[src/rtl/bc_pkg.sv]
// bc_pkg: shared constants for the memory port sequencer.
//   state_t   : sequencer state encoding (IDLE, ACCESS, DONE)
//   OP_RD/OP_WR : recorded operation code
//   BC_ADDR_W / BC_DATA_W : default address and data widths
package bc_pkg;
    typedef enum logic [1:0] {
        IDLE   = 2'd0,
        ACCESS = 2'd1,
        DONE   = 2'd2
    } state_t;
    localparam logic OP_RD = 1'b0;
    localparam logic OP_WR = 1'b1;
    localparam int BC_ADDR_W = 8;
    localparam int BC_DATA_W = 16;
endpackage

[src/rtl/mem_port.sv]
// mem_port: sequences one RAM access per control-unit request between the MAR/MBR datapath and a single-port synchronous RAM.
//   clk, rst_n          : clock, asynchronous active-low reset
//   req_rd, req_wr      : one-cycle request pulses (read wins when both are high, and err pulses)
//   addr, wdata         : MAR address and MBR store data, sampled on acceptance
//   rdata               : registered read data, held until the next read completes
//   done, busy, err     : completion pulse, in-flight flag, rejected-request pulse
//   ram_en, ram_we      : one-cycle RAM enable / write enable
//   ram_addr, ram_wdata : latched RAM address and write data
//   ram_rdata           : RAM read data, valid WAIT_STATES+1 edges after the enable edge
module mem_port
    import bc_pkg::*;
#(
    parameter int ADDR_W      = BC_ADDR_W,
    parameter int DATA_W      = BC_DATA_W,
    parameter int WAIT_STATES = 1
) (
    input  logic              clk,
    input  logic              rst_n,
    input  logic              req_rd,
    input  logic              req_wr,
    input  logic [ADDR_W-1:0] addr,
    input  logic [DATA_W-1:0] wdata,
    output logic [DATA_W-1:0] rdata,
    output logic              done,
    output logic              busy,
    output logic              err,
    output logic              ram_en,
    output logic              ram_we,
    output logic [ADDR_W-1:0] ram_addr,
    output logic [DATA_W-1:0] ram_wdata,
    input  logic [DATA_W-1:0] ram_rdata
);
    state_t     state, state_nx;
    logic [3:0] cnt;
    logic       op;
    logic       req;
    logic       take;

    assign req = req_rd | req_wr;

    // The DONE cycle also accepts a new request so that a control unit
    // reacting to done gets back-to-back accesses every WAIT_STATES+2 cycles.
    always_comb begin
        state_nx = state;
        take     = 1'b0;
        case (state)
            IDLE, DONE: begin
                take     = req;
                state_nx = req ? ACCESS : IDLE;
            end
            ACCESS:  state_nx = (cnt == 4'd0) ? DONE : ACCESS;
            default: state_nx = IDLE;
        endcase
    end

    always_ff @(posedge clk or negedge rst_n) begin
        if (!rst_n)
            state <= IDLE;
        else
            state <= state_nx;
    end

    always_ff @(posedge clk or negedge rst_n) begin
        if (!rst_n) begin
            rdata     <= '0;
            done      <= 1'b0;
            busy      <= 1'b0;
            err       <= 1'b0;
            ram_en    <= 1'b0;
            ram_we    <= 1'b0;
            ram_addr  <= '0;
            ram_wdata <= '0;
            cnt       <= 4'd0;
            op        <= OP_RD;
        end else begin
            ram_en <= take;
            ram_we <= take && !req_rd;
            done   <= state_nx == DONE;
            busy   <= state_nx != IDLE;
            // Rejected: anything arriving mid-access, or a read+write collision.
            err    <= req && (state == ACCESS || (req_rd && req_wr));
            if (take) begin
                ram_addr <= addr;
                op       <= req_rd ? OP_RD : OP_WR;
                cnt      <= 4'(WAIT_STATES);
                if (!req_rd)
                    ram_wdata <= wdata;
            end else if (state == ACCESS && cnt != 4'd0) begin
                cnt <= cnt - 4'd1;
            end
            if (state == ACCESS && cnt == 4'd0 && op == OP_RD)
                rdata <= ram_rdata;
        end
    end
endmodule

[config.mk]
export PLATFORM = sky130hd
export DESIGN_NAME = mem_port
export DESIGN_NICKNAME = d
export VERILOG_FILES = /design/src/rtl/bc_pkg.sv /design/src/rtl/mem_port.sv
export SDC_FILE = /design/constraint.sdc
export NUM_CORES = 1
export LEC_CHECK = 0
export BUFFER_PORTS_ARGS = -buffer_cell sky130_fd_sc_hd__buf_2
export CORE_UTILIZATION = 45
export CTS_CLUSTER_SIZE = 40
export DETAILED_ROUTE_END_ITERATION = 6
export GPL_ROUTABILITY_DRIVEN = 0
export PLACE_DENSITY = 0.76
export SYNTH_ARGS = -nofsm -noshare
export SYNTH_HDL_FRONTEND = slang
export SYNTH_SLANG_ARGS = --single-unit
[constraint.sdc]
create_clock -name clk -period 2.45 [get_ports clk]
set_clock_uncertainty 0.1 [all_clocks]
set_input_delay 0.49 -clock clk [delete_from_list [all_inputs] [get_ports clk]]
set_output_delay 0.49 -clock clk [all_outputs]
set_load 0.05 [all_outputs]
# After elaboration in Yosys (flattened, before gate mapping)
# Index checks and enable logic that the tools add are counted.
# Widths: inputs -> output; s select.
[totals]
register_bits = 52
word_cells = 40
[classes]
mux = 7
n_reduce_logical = 15
n_eq_ne = 3
n_bitwise = 3
add_sub_neg = 1
[op_table]
columns = ["operator", "count"]
rows = [
  ["$mux 4", 2],
  ["$logic_and 1x1->1", 6],
  ["$eq 2x2->1 const B", 2],
  ["$logic_not 4->1", 1],
  ["$pmux 2 s2", 1],
  ["$reduce_bool 2->1", 2],
  ["$reduce_bool 4->1", 1],
  ["$sub 4x1->4 const B", 1],
  ["$mux 1", 3],
  ["$eq 2x1->1 const B", 1],
  ["$logic_not 2->1", 1],
  ["$mux 2", 1],
  ["$not 1->1", 2],
  ["$reduce_and 2->1", 1],
  ["$reduce_or 2->1", 1],
  ["$logic_not 1->1", 1],
  ["$logic_or 1x1->1", 1],
  ["$or 1x1->1", 1],
]

# Depth between registers and ports, before layout
[depth]
depth_word = 4
ltp_mapped = 7
ltp_nobuf = 5

# Least setup slack after synthesis
# Ideal clock, no wire load.
[synth_path]
kind = "reg-to-reg"
start = "register cnt[0]"
end = "register rdata[10]"
setup_time_ns = 0.125
arrival_time_ns = 1.689
required_time_ns = 2.225
synth_period_minus_slack_ns = 1.914
setup_slack_ns = 0.536
path_stages_with_launch = 8
n_path_buf = 2
path_cell_list = "dfrtp_1 -> inv_1 -> ha_1 -> nand2b_1 -> or4_4 -> buf_6 -> buf_12 -> mux2_4"
[synth_via]
elab_chain_cells = 3
[synth_rtl]
columns = ["item", "line", "source"]
rows = [
  ["start: declaration", "mem_port.sv:34", "logic [3:0] cnt;"],
  ["start signal: assignment", "mem_port.sv:85", "cnt <= 4'(WAIT_STATES);"],
  ["start signal: assignment", "mem_port.sv:89", "cnt <= cnt - 4'd1;"],
  ["$logic_not 4->1", "mem_port.sv:91", "if (state == ACCESS && cnt == 4'd0 && op == OP_RD)"],
  ["$logic_and 1x1->1 (2 in a row)", "mem_port.sv:91", ""],
  ["end signal: assignment", "mem_port.sv:92", "rdata <= ram_rdata;"],
  ["end: declaration", "mem_port.sv:23", "output logic [DATA_W-1:0] rdata,"],
]
# Every way passes these cells.
# A chain may end at the register's enable or synchronous reset.

# Worst setup path after layout
# Ends and elaborated chain as after synthesis.

==> metrics.txt <==
drt drc=0; Nets=282; Startpoint Class=flip-flop; Max FO, Critical Path=16; # fillers=341; commonest cells after routing, fill and taps aside=buf_2, dfrtp_1, nand2_1; Setup CP Type=reg2reg; class of the tightest hold or removal check=in2async; Core Area=4350 um^2; max_slew headroom=67.1%; RSZ-0062 raised after global routing=false; initial antenna violation count=0; H-tree levels=2; CP cell instances=inv_1 > ha_1 > nand2b_1 > or4_4 > mux2_4; share of layout cells above drive strength 1=56.5%; fin. max-slew vios=0; Period Utilization, post-route=81.0%; Routed Antenna Nets=0; WL/cell=13.1 um; most common cell after layout, fill and taps aside=buf_2; Root Driver=clkbuf_8; pin count of the biggest net entering global routing=53; total gr overflow=0; Max Cap Viol=0; Std-Cell Rows=24; setup bufs post-CTS=0; vias in the first global route=1511; CTS Buffer Depth=2; FF+latch count, synth=52; # port buffers=88; CTS tree=built; DPL Wire Length=2760 um; CTS sink cnt=52; Largest stage delay, worst path=0.60 ns; Layout area overhead=30.5%; CTS Buf Count=5; 1st-pass router iterations=2; status=complete, no violations; CTS resizes=0; Initial DRC Count=59; YS warnings=0; Post-CTS Hold Buffers=0; total die area=4810 um^2; Clock Latency Late Sink=0.30 ns; Final Hold Violating Endpoints=0; Synth cell types=26; Chip Width=69.4 um; final setup fails=0; Critical-path top delay cell=or4_4; Syn Nets=190; Reg clk slew, reported paths=0.09 ns; Worst Max-Slew Pin Slew=0.488 ns; Req. time, crit path=2.54 ns; DRT Wirelength=3800 um; largest cells by area after synthesis=dfrtp_1, mux2_2, mux2_4, nand2_1, mux2i_1; via count=1427; IO Count=89; Synth top area share=63.7%; Worst EP arrival=2.07 ns; fmax=0.504 GHz; Crit. End Element=flip-flop; total track usage=17.6%; post-synthesis instance area=2040 um^2; Yosys top cell by area=dfrtp_1; syn_area_per_cell=14.2 um^2; first-pass GRT wire length=6640 um; setup TNS=0 ns; Tmin final=1.98 ns; Die H=69.4 um; antenna diode count=0; Via density=4.94; Initial Util=46.9%; sequential fraction of the synthesis area=63.7%; Mapped Cells=144
cell type report:
class / instances / area (um^2) / share of cell area [%]
Sequential cell: 52 / 1300 / 48.8
Multi-Input combinational cell: 82 / 683 / 25.6
Timing Repair Buffer: 91 / 475 / 17.8
Clock buffer: 7 / 96.3 / 3.61
Tap cell: 52 / 65.1 / 2.44
Clock inverter: 1 / 30.0 / 1.13
Inverter: 4 / 15.0 / 0.563
synth_stat cells:
master / count
nand4b_1: 1
nor2b_1: 1
clkbuf_1: 2
maj3_1: 1
buf_2: 2
or3_1: 1
buf_12: 1
nor3_1: 2
nand2b_1: 1
mux2i_1: 3
o21ai_0: 2
nor4_1: 1
nor3b_1: 1
dfrtp_1: 52
mux2_2: 22
a21o_1: 1
mux2_4: 10
nand2b_4: 1
inv_1: 4
nand2_1: 28
a21oi_1: 1
ha_1: 2
or4_4: 1
buf_6: 1
o21bai_1: 1
nor2_1: 1
worst max-delay path, delay by kind of cell, from the launching register on:
kind	cells	cell delay, ns
and+or+nand+nor	2	0.73
DFF	1	0.41
buffers and inverters	1	0.11
muxes	1	0.35
adders and majority gates	1	0.17
metrics by stage:
| stage | instance area (um^2) | hold slack [ns] | cells | util (%) | setup WS (ns) |
|---|---|---|---|---|---|
| global route | 2670 | 0.0811 | 289 | 61.2 | 0.380 |
| global placement | 2540 | 0.359 | 281 | 58.3 | 0.578 |
| floorplan | 2040 | 0.0944 | 144 | - | 0.536 |
| detailed placement | 2540 | 0.362 | 281 | 58.3 | 0.496 |
| finish | 2670 | 0.0664 | 289 | 61.2 | 0.466 |
| CTS | 2670 | 0.0684 | 289 | 61.2 | 0.484 |
worst paths after layout:
| check | start | depth (start not counted) | slack (ns) | endpoint |
|---|---|---|---|---|
| min in group clk | addr[2] | 3 | 0.28 | ram_addr[2] |
| max in group asynchronous | rst_n | 2 | 1.96 | ram_addr[1] |
| hold reg to reg | ram_addr[7] | 2 | 0.38 | ram_addr[7] |
| setup / recovery | cnt[0] | 5 | 0.47 | rdata[10] |
| hold / removal | rst_n | 2 | 0.07 | ram_wdata[3] |
| setup reg to reg | cnt[0] | 5 | 0.47 | rdata[10] |
kinds of logic after synthesis:
kind of cell             Yosys count  synth area share (%)
AO/OA/AOI/OAI                      5                  1.47
buffers and inverters             10                  3.12
AND/OR/NAND/NOR                   39                  9.06
adder cells (fa/ha/maj)            3                  1.71
flip-flops                        52                  63.7
multiplexers                      35                  20.9
sequential cells by signal, summed over array words and instances, names as in the netlist, 2 cells and up:
name / flops
state: 2
cnt: 4
rdata: 16
ram_addr: 8
ram_wdata: 16
layer usage:
metal	wire (um)	track usage (%)
met1	1650	20.8
met2	1860	30.5
met3	235	4.80
met4	53	6.58
met5	0	0
Power is left out: the tool's default activity adds up to more than one toggle a clock period on the data nets, which glitch-free logic cannot reach.
